--- config.mk ---
export PLATFORM = sky130hd
export DESIGN_NAME = small_calc_req_ctrl
export DESIGN_NICKNAME = d
export VERILOG_FILES = /design/src/rtl/small_calc_req_ctrl.sv
export SDC_FILE = /design/constraint.sdc
export NUM_CORES = 1
export LEC_CHECK = 0
export CAP_MARGIN = 20
export CORE_AREA = 2 2 56 53
export DETAILED_ROUTE_END_ITERATION = 8
export DIE_AREA = 0 0 58 55
export DONT_BUFFER_PORTS = 1
export PLACE_DENSITY = 0.84
export SLEW_MARGIN = 10
export SYNTH_ARGS = -nofsm -noshare
export SYNTH_HDL_FRONTEND = slang
export SYNTH_SLANG_ARGS = --single-unit
export TNS_END_PERCENT = 20
--- constraint.sdc ---
create_clock -name CLK -period 3.7 [get_ports CLK]
set_input_delay 0 -clock CLK [delete_from_list [all_inputs] [get_ports CLK]]
set_output_delay 0 -clock CLK [all_outputs]
set_load 0.02 [all_outputs]
--- src/rtl/small_calc_req_ctrl.sv ---
// Request front-end for small_calc_CU: debounces the Go button, latches operands/opcode,
// pulses Go, waits for Done (or times out) and captures the result.
module small_calc_req_ctrl #(
  parameter int WIDTH     = 4,
  parameter int DB_CYCLES = 4,
  parameter int TIMEOUT   = 16
) (
  input  logic             CLK,
  input  logic             RST,
  input  logic             btn_go,
  input  logic [WIDTH-1:0] sw_a,
  input  logic [WIDTH-1:0] sw_b,
  input  logic [1:0]       sw_op,
  input  logic             Done,
  input  logic [WIDTH-1:0] Out,
  output logic             Go,
  output logic [1:0]       Op,
  output logic [WIDTH-1:0] A,
  output logic [WIDTH-1:0] B,
  output logic [WIDTH-1:0] result,
  output logic             result_valid,
  output logic             busy,
  output logic             err,
  output logic [7:0]       req_count
);

  localparam int DBW = $clog2(DB_CYCLES + 1);
  localparam int TW  = $clog2(TIMEOUT + 1);

  typedef enum logic [1:0] {IDLE, LAUNCH, WAIT} state_t;

  state_t         state_q, state_d;
  logic [1:0]     sync_q;
  logic [DBW-1:0] db_cnt;
  logic           db_level;
  logic [TW-1:0]  to_cnt;
  logic           req;
  logic           accept;
  logic           timeout;

  // db_cnt counts consecutive cycles the synced level differs from the accepted one;
  // the request fires in the cycle the new high level is about to be accepted.
  assign req     = sync_q[1] & ~db_level & (db_cnt == DBW'(DB_CYCLES - 1));
  assign accept  = (state_q == IDLE) & req;
  assign timeout = (to_cnt == TW'(TIMEOUT - 1));

  always_ff @(posedge CLK or posedge RST) begin
    if (RST) begin
      sync_q   <= '0;
      db_cnt   <= '0;
      db_level <= 1'b0;
    end else begin
      sync_q <= {sync_q[0], btn_go};
      if (sync_q[1] == db_level) begin
        db_cnt <= '0;
      end else if (db_cnt == DBW'(DB_CYCLES - 1)) begin
        db_level <= sync_q[1];
        db_cnt   <= '0;
      end else begin
        db_cnt <= db_cnt + 1'b1;
      end
    end
  end

  always_comb begin
    state_d = state_q;
    case (state_q)
      IDLE:    if (req) state_d = LAUNCH;
      LAUNCH:  state_d = WAIT;
      WAIT:    if (Done || timeout) state_d = IDLE;
      default: state_d = IDLE;
    endcase
  end

  always_ff @(posedge CLK or posedge RST) begin
    if (RST) state_q <= IDLE;
    else     state_q <= state_d;
  end

  assign Go   = (state_q == LAUNCH);
  assign busy = (state_q == LAUNCH) || (state_q == WAIT);

  always_ff @(posedge CLK or posedge RST) begin
    if (RST) begin
      A            <= '0;
      B            <= '0;
      Op           <= '0;
      result       <= '0;
      result_valid <= 1'b0;
      err          <= 1'b0;
      req_count    <= '0;
      to_cnt       <= '0;
    end else begin
      if (accept) begin
        A            <= sw_a;
        B            <= sw_b;
        Op           <= sw_op;
        result_valid <= 1'b0;
        err          <= 1'b0;
      end
      if (state_q == LAUNCH) to_cnt <= '0;
      if (state_q == WAIT) begin
        to_cnt <= to_cnt + 1'b1;
        // Done takes priority over a coincident timeout
        if (Done) begin
          result       <= Out;
          result_valid <= 1'b1;
          req_count    <= req_count + 8'd1;
        end else if (timeout) begin
          err <= 1'b1;
        end
      end
    end
  end

endmodule

## Yosys cells after proc, flatten, opt, wreduce, memory -nomap -nowiden

Cells that the tools add are included.
W data, S select, Z words.

| storage, ports and cells | value |
|---|---|
| register bits | 37 |
| word-level logic and storage cells | 48 |
| output and inout bits | 26 |

| cells by class | value |
|---|---|
| reduce and logical (&&, ||, !) cells | 7 |
| add/sub/neg operators | 3 |
| bitwise logic cells | 5 |
| mux-type cells | 14 |
| equal/unequal tests | 7 |

Operators by type and width:

| kind | count |
|---|---|
| $mux W5 | 2 |
| $add A8 B1 Y8 const B | 1 |
| $mux W1 | 7 |
| $mux W3 | 2 |
| $pmux W2 S3 | 1 |
| $reduce_and A2 Y1 | 3 |
| $add A5 B1 Y5 const B | 1 |
| $eq A5 B4 Y1 const B | 1 |
| $mux W2 | 2 |
| $ne A2 B2 Y1 const B | 2 |
| $add A3 B1 Y3 const B | 1 |
| $and A1 B1 Y1 | 3 |
| $eq A3 B2 Y1 const B | 1 |
| $eq A2 B1 Y1 const B | 1 |
| $eq A2 B2 Y1 const B | 1 |
| $logic_not A2 Y1 | 1 |
| $logic_or A1 B1 Y1 | 2 |
| $not A1 Y1 | 2 |
| $reduce_bool A2 Y1 | 1 |
| $eq A1 B1 Y1 | 1 |

## Logic depth before layout (Yosys ltp)

Gate-level depths: netlist of the first run.

| depth | value |
|---|---|
| depth after elaboration | 8 |
| depth in mapped cells | 7 |

## Least setup slack after synthesis of the first run

OpenSTA, ideal clock, no wires.

| timing | value |
|---|---|
| path kind | register -> register |
| start | reg to_cnt[0] |
| end | reg state_q[1] |
| period minus slack after synthesis | 1.640 ns |
| setup time | 0.125 ns |
| path slack | 2.060 ns |
| cell stages (with the launch flop) | 7 |
| arrival time | 1.514 ns |
| path buffers | 0 |
| path through | dfrtp_1 > ha_1 > and3_1 > ha_1 > nor3b_2 > a21oi_2 > mux2_4 |

| on the way | value |
|---|---|
| word-level cells in the longest chain between the ends | 4 |

Ends and longest elaborated chain:

| item | line | RTL |
|---|---|---|
| start, declared | 36 | `logic [TW-1:0] to_cnt;` |
| start signal, assigned | 103 | `to_cnt <= to_cnt + 1'b1;` |
| $eq A5 B4 Y1 | 45 | `assign timeout = (to_cnt == TW'(TIMEOUT - 1));` |
| $logic_or A1 B1 Y1 | 70 | `WAIT: if (Done \|\| timeout) state_d = IDLE;` |
| $ne A2 B2 Y1 (no line) | n/a |  |
| $reduce_and A2 Y1 (no line) | n/a |  |
| end signal, assigned | 77 | `else state_q <= state_d;` |
| end, declared | 32 | `state_t state_q, state_d;` |

No other way between the ends.
A chain may end at the register's enable or synchronous reset.

## Worst setup path in the final report of the first run

Ends and elaborated chain as after synthesis.

==> flow_summary.json, run 1 <==
{
  "worstSkewPairLatency_ns": 0.35,
  "p_leak_uw": 0.000892,
  "syn_inst": 122,
  "grt_overflow": 0,
  "rsz0062_at_grt": "no",
  "postSynthAreaPerCell_um2": 13.4,
  "finalSetupTns_ns": 0,
  "clock_path_buffers": 2,
  "ys_types": 32,
  "vias": 997,
  "fp.dieW_um": 58,
  "drc_errors": 0,
  "final_util": 0.720,
  "power.density_nw_per_um2": 689,
  "die-area_um2": 3190,
  "viasPerCell": 5.70,
  "die_y_um": 55,
  "required_ns": 3.94,
  "port_buffers": 0,
  "finalSetupViolCount": 0,
  "max_freq_mhz": 565,
  "drive_above_1_share": 0.186,
  "fin_crit_sh": 0.479,
  "ctsResizeCount": 0,
  "cp_data_arrival_time_ns": 2.02,
  "finalNetCount": 170,
  "most-common-layout-cells": "dfrtp_1, dlygate4sd3_1, inv_1",
  "drv_cap": 0,
  "antenna_found_initial": 0,
  "finalHoldViolCount": 0,
  "synthesis.nets": 148,
  "slew_headroom": 0.741,
  "setup_ws_ns": 1.93,
  "crit_path_end_kind": "register",
  "ys_seq_area_frac": 0.564,
  "cts_sinks": 37,
  "fin_crit_ns": 1.77,
  "grt_max_degree": 29,
  "hp-class": "in2async",
  "grt_pass1_vias": 1050,
  "start_util": 0.628,
  "peakVddDrop_v": 0.000551,
  "finalClockSkew_ns": 0.0130,
  "firstDrtPassIters": 4,
  "status": "finished, final reports clean",
  "h-tree-depth": 2,
  "slew_violations": 0,
  "gp_congestion": 0.746,
  "path_class": "reg2reg",
  "hpwl_mm": 1.95,
  "rows": 18,
  "finalPower_uw": 1300,
  "nFillCells": 168,
  "area_growth_syn_to_layout_pct": 14.6,
  "preCtsSetupSlack_ns": 1.97,
  "cts-root-buf": "clkbuf_4",
  "antenna_cells": 0,
  "drtIter0Drc": 54,
  "ant_nets": 0,
  "critPathLaunchType": "register",
  "cts_tree": "done",
  "reg2reg_depth": 6,
  "ios": 44,
  "grt_pass1_wl_mm": 4.80,
  "wl_per_cell_um": 17.3,
  "crit_fanout": 3,
  "tightest_slew_ns": 0.389,
  "design.core.area_um2": 2610,
  "track_usage": 0.210,
  "ys_ff_latch": 37,
  "synth-warning-count": 0,
  "wl_mm": 3.03,
  "numCtsBuffers": 5,
  "final_common_cell": "dfrtp_1",
  "clkTransAtPathRegs_ns": 0.11,
  "synthesis.area_um2": 1640
}
==> critical path, cell delays in order (launching register included) <==
cell and delay (ns):
dfrtp_1 0.41, ha_1 0.23, and3_1 0.19, ha_1 0.20, nor3b_2 0.26, a21oi_2 0.08, mux2_4 0.30
==> registers in the layout (all words and copies together), names as in the netlist, 2 cells and up <==
| signal | flops |
|---|---|
| A | 4 |
| B | 4 |
| Op | 2 |
| db_cnt | 3 |
| req_count | 8 |
| result | 4 |
| state_q | 2 |
| sync_q | 2 |
| to_cnt | 5 |
==> metal layers <==
| metal | vias to the layer above | global-route usage | share of wire |
|---|---|---|---|
| met5 | - | 0 | 0 |
| met4 | 0 | 0.143 | 0.036 |
| met3 | 14 | 0.0581 | 0.058 |
| met2 | 35 | 0.381 | 0.51 |
| met1 | 490 | 0.216 | 0.39 |
| li1 | 458 | - | - |
==> area by class of cell <==
| type | instances | area (um^2) | share of cell area |
|---|---|---|---|
| clock buffer | 5 | 37.5 | 0.0200 |
| sequential | 37 | 926 | 0.492 |
| tap | 30 | 37.5 | 0.0200 |
| clock inverter | 3 | 17.5 | 0.00931 |
| inverter | 11 | 41.3 | 0.0220 |
| multi-input combinational | 71 | 643 | 0.342 |
| timing repair buffer | 18 | 178 | 0.0945 |
==> metrics by stage <==
step                      instance area (um^2)  hold WS (ns)  instances
after floorplan                           1640        0.0314        122
after global placement                    1660        -0.129        150
after detailed placement                  1660        -0.124        150
after CTS                                 1880        0.0706        175
after global routing                      1880        0.0933        175
final                                     1880        0.0687        175
==> synthesized netlist by cell type <==
| library cell | number | share of area |
|---|---|---|
| dfrtp_1 | 37 | 0.56 |
| or3_1 | 1 | 0.0038 |
| buf_6 | 2 | 0.014 |
| xnor2_1 | 3 | 0.016 |
| a21oi_2 | 1 | 0.0053 |
| nand3_1 | 4 | 0.012 |
| nor3b_2 | 1 | 0.0076 |
| mux2_1 | 5 | 0.034 |
| and2_1 | 1 | 0.0038 |
| and3_1 | 1 | 0.0038 |
| nor2b_1 | 2 | 0.0076 |
| nor3b_1 | 2 | 0.0092 |
| nor3_2 | 2 | 0.012 |
| mux2_4 | 8 | 0.073 |
| inv_1 | 11 | 0.025 |
| and2b_1 | 1 | 0.0046 |
| a32o_1 | 1 | 0.0061 |
| a21oi_1 | 1 | 0.0030 |
| nand2_1 | 7 | 0.016 |
| o22ai_1 | 2 | 0.0076 |
| nand3b_1 | 1 | 0.0046 |
| mux2_2 | 4 | 0.027 |
| nor3_1 | 1 | 0.0030 |
| nand4b_4 | 1 | 0.014 |
| ha_1 | 8 | 0.061 |
| nor2_1 | 2 | 0.0046 |
| o21ai_0 | 4 | 0.012 |
| xor2_1 | 4 | 0.021 |
| buf_4 | 1 | 0.0046 |
| o2bb2ai_1 | 1 | 0.0053 |
| nand4_2 | 1 | 0.0076 |
| nand4_1 | 1 | 0.0038 |
==> where the power goes <==
part	total (uW)	internal, uW	switching [uW]	leakage, uW
logic	329	171	159	0.000393
clock network	205	71.6	133	0.0000310
registers	761	529	232	0.000468
total	1300	772	523	0.000892
==> cells by family after synthesis <==
logic type | count (synthesis) | synth area share
muxes | 17 | 0.135
AOI/OAI and AO/OA | 10 | 0.0397
adders and majority gates | 8 | 0.0610
xor gates and xnor gates | 7 | 0.0374
buffers and inverters | 14 | 0.0435
DFF | 37 | 0.564
and+or+nand+nor | 29 | 0.119
==> repair_timing <==
action / in CTS / in global routing
hold buffers: 17 / 0
hold endpoints to repair: 60 / 0
buffers inserted: 0 / 0
==> worst paths after layout <==
kind / start / endpoint / slack, ns
worst max-delay path: to_cnt[0] / state_q[1] / 1.93
worst min-delay path: RST / Op[1] / 0.07
worst max register to register: to_cnt[0] / state_q[1] / 1.93
worst min register to register: sync_q[0] / sync_q[1] / 0.36
max in group asynchronous: RST / to_cnt[3] / 2.95
min in group CLK: Done / req_count[2] / 0.09
(Power assumes the default switching activity.)
==> run 2, diff against run 1 <==
CORE_AREA = 2 2 58 55   (was 2 2 56 53)
DIE_AREA = 0 0 60 57   (was 0 0 58 55)
PLACE_DENSITY = 0.79   (was 0.84)
clock period = 1.8 ns   (was 3.7 ns; I/O delays follow)
==> flow_summary.json, run 2 (synthesis results as in run 1) <==
{
  "status": "finished, final reports clean",
  "dpl.cell_count": 164,
  "numCtsBuffers": 5,
  "final_common_cell": "dfrtp_1",
  "grt_overflow": 0,
  "crit_path_end_kind": "register",
  "cts-root-buf": "clkbuf_4",
  "rows": 19,
  "cts_sinks": 37,
  "clock_path_buffers": 2,
  "critPathLaunchType": "register",
  "finalSetupTns_ns": 0,
  "grt_pass1_wl_mm": 4.59,
  "ant_nets": 0,
  "tightest_slew_ns": 0.506,
  "power.density_nw_per_um2": 1390,
  "die-area_um2": 3420,
  "hp-start": "Done",
  "cts_tree": "done",
  "start_util": 0.570,
  "slew_headroom": 0.662,
  "ctsResizeCount": 0,
  "drv_cap": 0,
  "slowest_stage": "dfrtp_1",
  "reg.largest.list": "req_count (8), to_cnt (5)",
  "slew_violations": 0,
  "p_sw_uw": 1030,
  "fin_crit_sh": 0.965,
  "finalNetCount": 172,
  "hold_ws_ns": 0.110,
  "stdcell_count": 189,
  "vias": 975,
  "ios": 44,
  "grt_pass1_vias": 1045,
  "track_usage": 0.188,
  "rsz0062_at_grt": "no",
  "design.core.area_um2": 2880,
  "r2r-start": "to_cnt[0]",
  "required_ns": 2.03,
  "power_frac_comb": 0.259,
  "finalSetupViolCount": 0,
  "slowest_delay_ns": 0.41,
  "largest_register_ffs": 8,
  "area_growth_syn_to_layout_pct": 16.2,
  "gp_congestion": 0.740,
  "path_class": "reg2reg",
  "die_y_um": 57,
  "max_freq_mhz": 576,
  "clkTransAtPathRegs_ns": 0.10,
  "h-tree-depth": 2,
  "p_seq_frac": 0.589,
  "fp.dieW_um": 60,
  "antenna_found_initial": 0,
  "nFillCells": 206,
  "design_area_um2": 1910,
  "wl_mm": 2.74,
  "worstSkewPairLatency_ns": 0.34,
  "cp_data_arrival_time_ns": 1.97,
  "antenna_cells": 0,
  "path_cells": "ha_1 > and3_1 > ha_1 > nor3b_2 > a21oi_2 > mux2_4",
  "crit_top_cell": "ha_1",
  "crit_fanout": 3,
  "drc_errors": 0,
  "crit_family": "adder cells",
  "dpl-instance-area_um2": 1690,
  "hpwl_mm": 1.96,
  "power.internal_uw": 1610,
  "port_buffers": 0,
  "peakVddDrop_v": 0.000602,
  "p_leak_uw": 0.000903,
  "cp-startpoint": "to_cnt[0]",
  "drtIter0Drc": 39,
  "fin_crit_ns": 1.74,
  "finalClockSkew_ns": 0.0126,
  "hp-class": "in2reg",
  "wl_per_cell_um": 14.5,
  "drive_above_1_share": 0.190,
  "firstDrtPassIters": 4,
  "regMostFlops": "req_count",
  "finalHoldViolCount": 0,
  "viasPerCell": 5.16,
  "path_buf_inv": 0,
  "grt_max_degree": 24,
  "power.share.clock": 0.152,
  "most-common-layout-cells": "dfrtp_1, dlygate4sd3_1, inv_1",
  "switching_share": 0.391
}
## run 2: cell count changes in the layout (fill, tap and decap cells not counted), sizes merged
cell      previous run  this run
clkinvlp             1         0
buf                  1         3
clkbuf               5         6
## run 2: path summary, 6_finish.rpt
check | endpoint | slack (ns) | depth (start not counted)
worst max-delay path | state_q[1] | 0.06 | 6
worst min-delay path | req_count[2] | 0.11 | 3
worst max register to register | state_q[1] | 0.06 | 6
worst min register to register | sync_q[1] | 0.36 | 0
max in group asynchronous | err | 0.99 | 3
min in group asynchronous | A[1] | 0.13 | 2
## run 2: per-layer routing
layer | wire length [um] | track usage | part of all wire
met1 | 1110 | 0.220 | 0.41
met2 | 1440 | 0.309 | 0.53
met3 | 141 | 0.0703 | 0.051
met4 | 46 | 0.0762 | 0.017
met5 | 0 | 0 | 0
## run 2: cell type report
cell class                 count  area, um^2  area share
clock buffer                   6        41.3      0.0217
clock inverter                 2        10.0     0.00525
inverter                      11        41.3      0.0217
multi-input combinational     71         643       0.337
sequential                    37         926       0.486
tap                           42        52.6      0.0276
timing repair buffer          20         193       0.101
## run 2: timing repair
item | 4_1_cts | 5_1_grt
buffers inserted | 0 | 0
hold endpoints to repair | 37 | 0
hold buffers | 17 | 0
## run 2: power by group through the flow
stage | sequential [uW] | clock, uW | combinational (uW)
finish | 1560 | 401 | 684
global route | 1590 | 461 | 760
CTS | 1560 | 419 | 693
detailed placement | 1580 | 0 | 659
global placement | 1560 | 0 | 620
floorplan | 1520 | 0 | 550
## run 2: stage by stage
| stage | worst slack, ns | util | total power (uW) |
|---|---|---|---|
| 2_1_floorplan | 0.160 | - | 2070 |
| 3_3_place_gp | 0.127 | 0.586 | 2180 |
| 3_5_place_dp | 0.0576 | 0.586 | 2240 |
| 4_1_cts | 0.0586 | 0.663 | 2670 |
| 5_1_grt | 0.00865 | 0.663 | 2810 |
| 6_report | 0.0627 | 0.663 | 2640 |
## run 2: worst reg2reg max path, cell delays in order, from the launching register on
cell and delay [ns]:
dfrtp_1 0.41, ha_1 0.23, and3_1 0.19, ha_1 0.20, nor3b_2 0.24, a21oi_2 0.07
mux2_4 0.30
==> run 3, diff against run 2 <==
ABC_AREA = 1   (was not set)
CAP_MARGIN = not set   (was 20)
SLEW_MARGIN = not set   (was 10)
==> flow_summary.json, run 3 <==
{
  "ys_types": 21,
  "wl_per_cell_um": 12.7,
  "yosysTopAreaCellShare": 0.562,
  "postSynthAreaPerCell_um2": 9.05,
  "synth_edf_count": 0,
  "cts_hold_buf": 17,
  "finalSetupTns_ns": 0,
  "finalPower_uw": 2550,
  "clock_path_buffers": 2,
  "wl_mm": 3.13,
  "fp.dieW_um": 60,
  "hp-class": "in2async",
  "syn_inst": 182,
  "max_freq_mhz": 633,
  "cts_sinks": 37,
  "die_y_um": 57,
  "status": "finished, final reports clean",
  "hpwl_mm": 2.09,
  "drc_errors": 0,
  "crit_fanout": 9,
  "r2r_slack_ns": 0.22,
  "antenna_found_initial": 0,
  "die-area_um2": 3420,
  "tightest_slew_ns": 0.458,
  "ys_seq_area_frac": 0.562,
  "rows": 19,
  "cts_setup_buffers": 0,
  "synth_area_leaders": "dfrtp_1, nand2_1, ha_1, inv_1, nor2_4",
  "slowest_delay_ns": 0.53,
  "slew_headroom": 0.694,
  "rsz0062_at_grt": "no",
  "r2r-start": "state_q[0]",
  "finalClockSkew_ns": 0.00582,
  "clkTransAtPathRegs_ns": 0.11,
  "cp_data_arrival_time_ns": 1.81,
  "antenna_cells": 0,
  "ant_nets": 0,
  "critPathLaunchType": "register",
  "required_ns": 2.03,
  "vias": 1218,
  "h-tree-depth": 2,
  "synth_ff_type": "dfrtp_1",
  "regMostFlops": "req_count",
  "numCtsBuffers": 5,
  "ctsResizeCount": 0,
  "synthesis.nets": 208,
  "p_leak_uw": 0.000966,
  "fin_crit_ns": 1.58,
  "cts_tree": "done",
  "grt_pass1_wl_mm": 5.19,
  "yosysTopAreaCell": "dfrtp_1",
  "port_buffers": 0,
  "cp-startpoint": "state_q[0]",
  "most-common-layout-cells": "nand2_1, dfrtp_1, inv_1, dlygate4sd3_1",
  "drtIter0Drc": 35,
  "design.core.area_um2": 2880,
  "drv_cap": 0,
  "finalSetupViolCount": 0,
  "worstSkewPairLatency_ns": 0.34,
  "final_common_cell": "nand2_1",
  "synth_common_cells": "nand2_1, dfrtp_1, inv_1",
  "yosysMostFrequentCell": "nand2_1",
  "grt_overflow": 0,
  "finalNetCount": 229,
  "slowest_stage": "ha_1",
  "synth-warning-count": 0,
  "viasPerCell": 4.95,
  "peakVddDrop_v": 0.000918,
  "crit_path_end_kind": "register",
  "track_usage": 0.207,
  "power.density_nw_per_um2": 1340,
  "gp_congestion": 0.764,
  "area_growth_syn_to_layout_pct": 15.4,
  "path_class": "reg2reg",
  "start_util": 0.572,
  "finalHoldViolCount": 0,
  "largest_register_ffs": 8,
  "slew_violations": 0,
  "synthArstFlopShare": 1.00,
  "fin_crit_sh": 0.878,
  "nFillCells": 227,
  "grt_max_degree": 38,
  "firstDrtPassIters": 4,
  "grt_pass1_vias": 1257,
  "drive_above_1_share": 0.0833,
  "ios": 44,
  "cts-root-buf": "clkbuf_4",
  "ys_ff_latch": 37,
  "synthesis.area_um2": 1650,
  "reg.largest.list": "req_count (8), to_cnt (5)",
  "path_cells": "inv_1 > ha_1 > nand2_1 > nor2_1 > nand2_1 > o21ai_0 > nor2_1"
}
## run 3: changes by cell type after synthesis, moves of 3 or more
cell | before | now
a21oi_1 | 1 | 5
inv_1 | 11 | 17
nor2_4 | 0 | 3
nor2_1 | 2 | 8
inv_2 | 0 | 3
mux2_1 | 5 | 0
mux2_2 | 4 | 0
nand2_1 | 7 | 77
mux2_4 | 8 | 0
## run 3: cell families (layout without fill, tap and decap cells)
logic type	Yosys count	after routing	synth area share
AO/OA/AOI/OAI	8	8	0.0251
XOR/XNOR	5	5	0.0266
buffers and inverters	24	46	0.0646
adder cells (fa/ha/maj)	8	8	0.0608
AND/OR/NAND/NOR	100	100	0.261
flip-flops	37	37	0.562
## run 3: final timing paths
kind,to,cells past startpoint
worst max-delay path,to_cnt[3],7
worst min-delay path,result[0],3
worst max register to register,to_cnt[3],7
worst min register to register,sync_q[1],0
max in group asynchronous,state_q[1],3
min in group CLK,sync_q[0],1
## run 3: critical path, delay by kind of cell, from the launching register on
family / cells / cell delay, ns
buffers and inverters: 1 / 0.07
and+or+nand+nor: 4 / 0.41
AOI/OAI and AO/OA: 1 / 0.07
DFF: 1 / 0.40
adders and majority gates: 1 / 0.53
## run 3: cell type report
type	instances	area [um^2]	area share
clock inverter	3	17.5	0.00922
multi-input combinational	121	614	0.323
timing repair buffer	18	178	0.0935
clock buffer	5	37.5	0.0197
tap	42	52.6	0.0276
inverter	20	75.1	0.0395
sequential	37	926	0.487
## run 3: report_power, final
| part | switching, uW | internal [uW] |
|---|---|---|
| Sequential | 466 | 1090 |
| Combinational | 348 | 231 |
| Clock | 270 | 147 |
## run 3: stage by stage
stage	hold slack, ns	area, um^2	worst slack, ns	util	cells
6_report	0.200	1900	0.220	0.661	246
5_1_grt	0.208	1900	0.0472	0.661	246
4_1_cts	0.194	1900	0.208	0.661	246
3_5_place_dp	0.0266	1680	0.233	0.582	221
3_3_place_gp	0.0185	1680	0.347	0.582	221
2_1_floorplan	0.0314	1650	0.368	-	182
## run 3: routing by layer
layer  vias up  track usage  routed length [um]
met5         -            0                   0
met4         0       0.0603                  51
met3         6       0.0952                 218
met2        39        0.365                1590
met1       573        0.218                1260
li1        600            -                   -
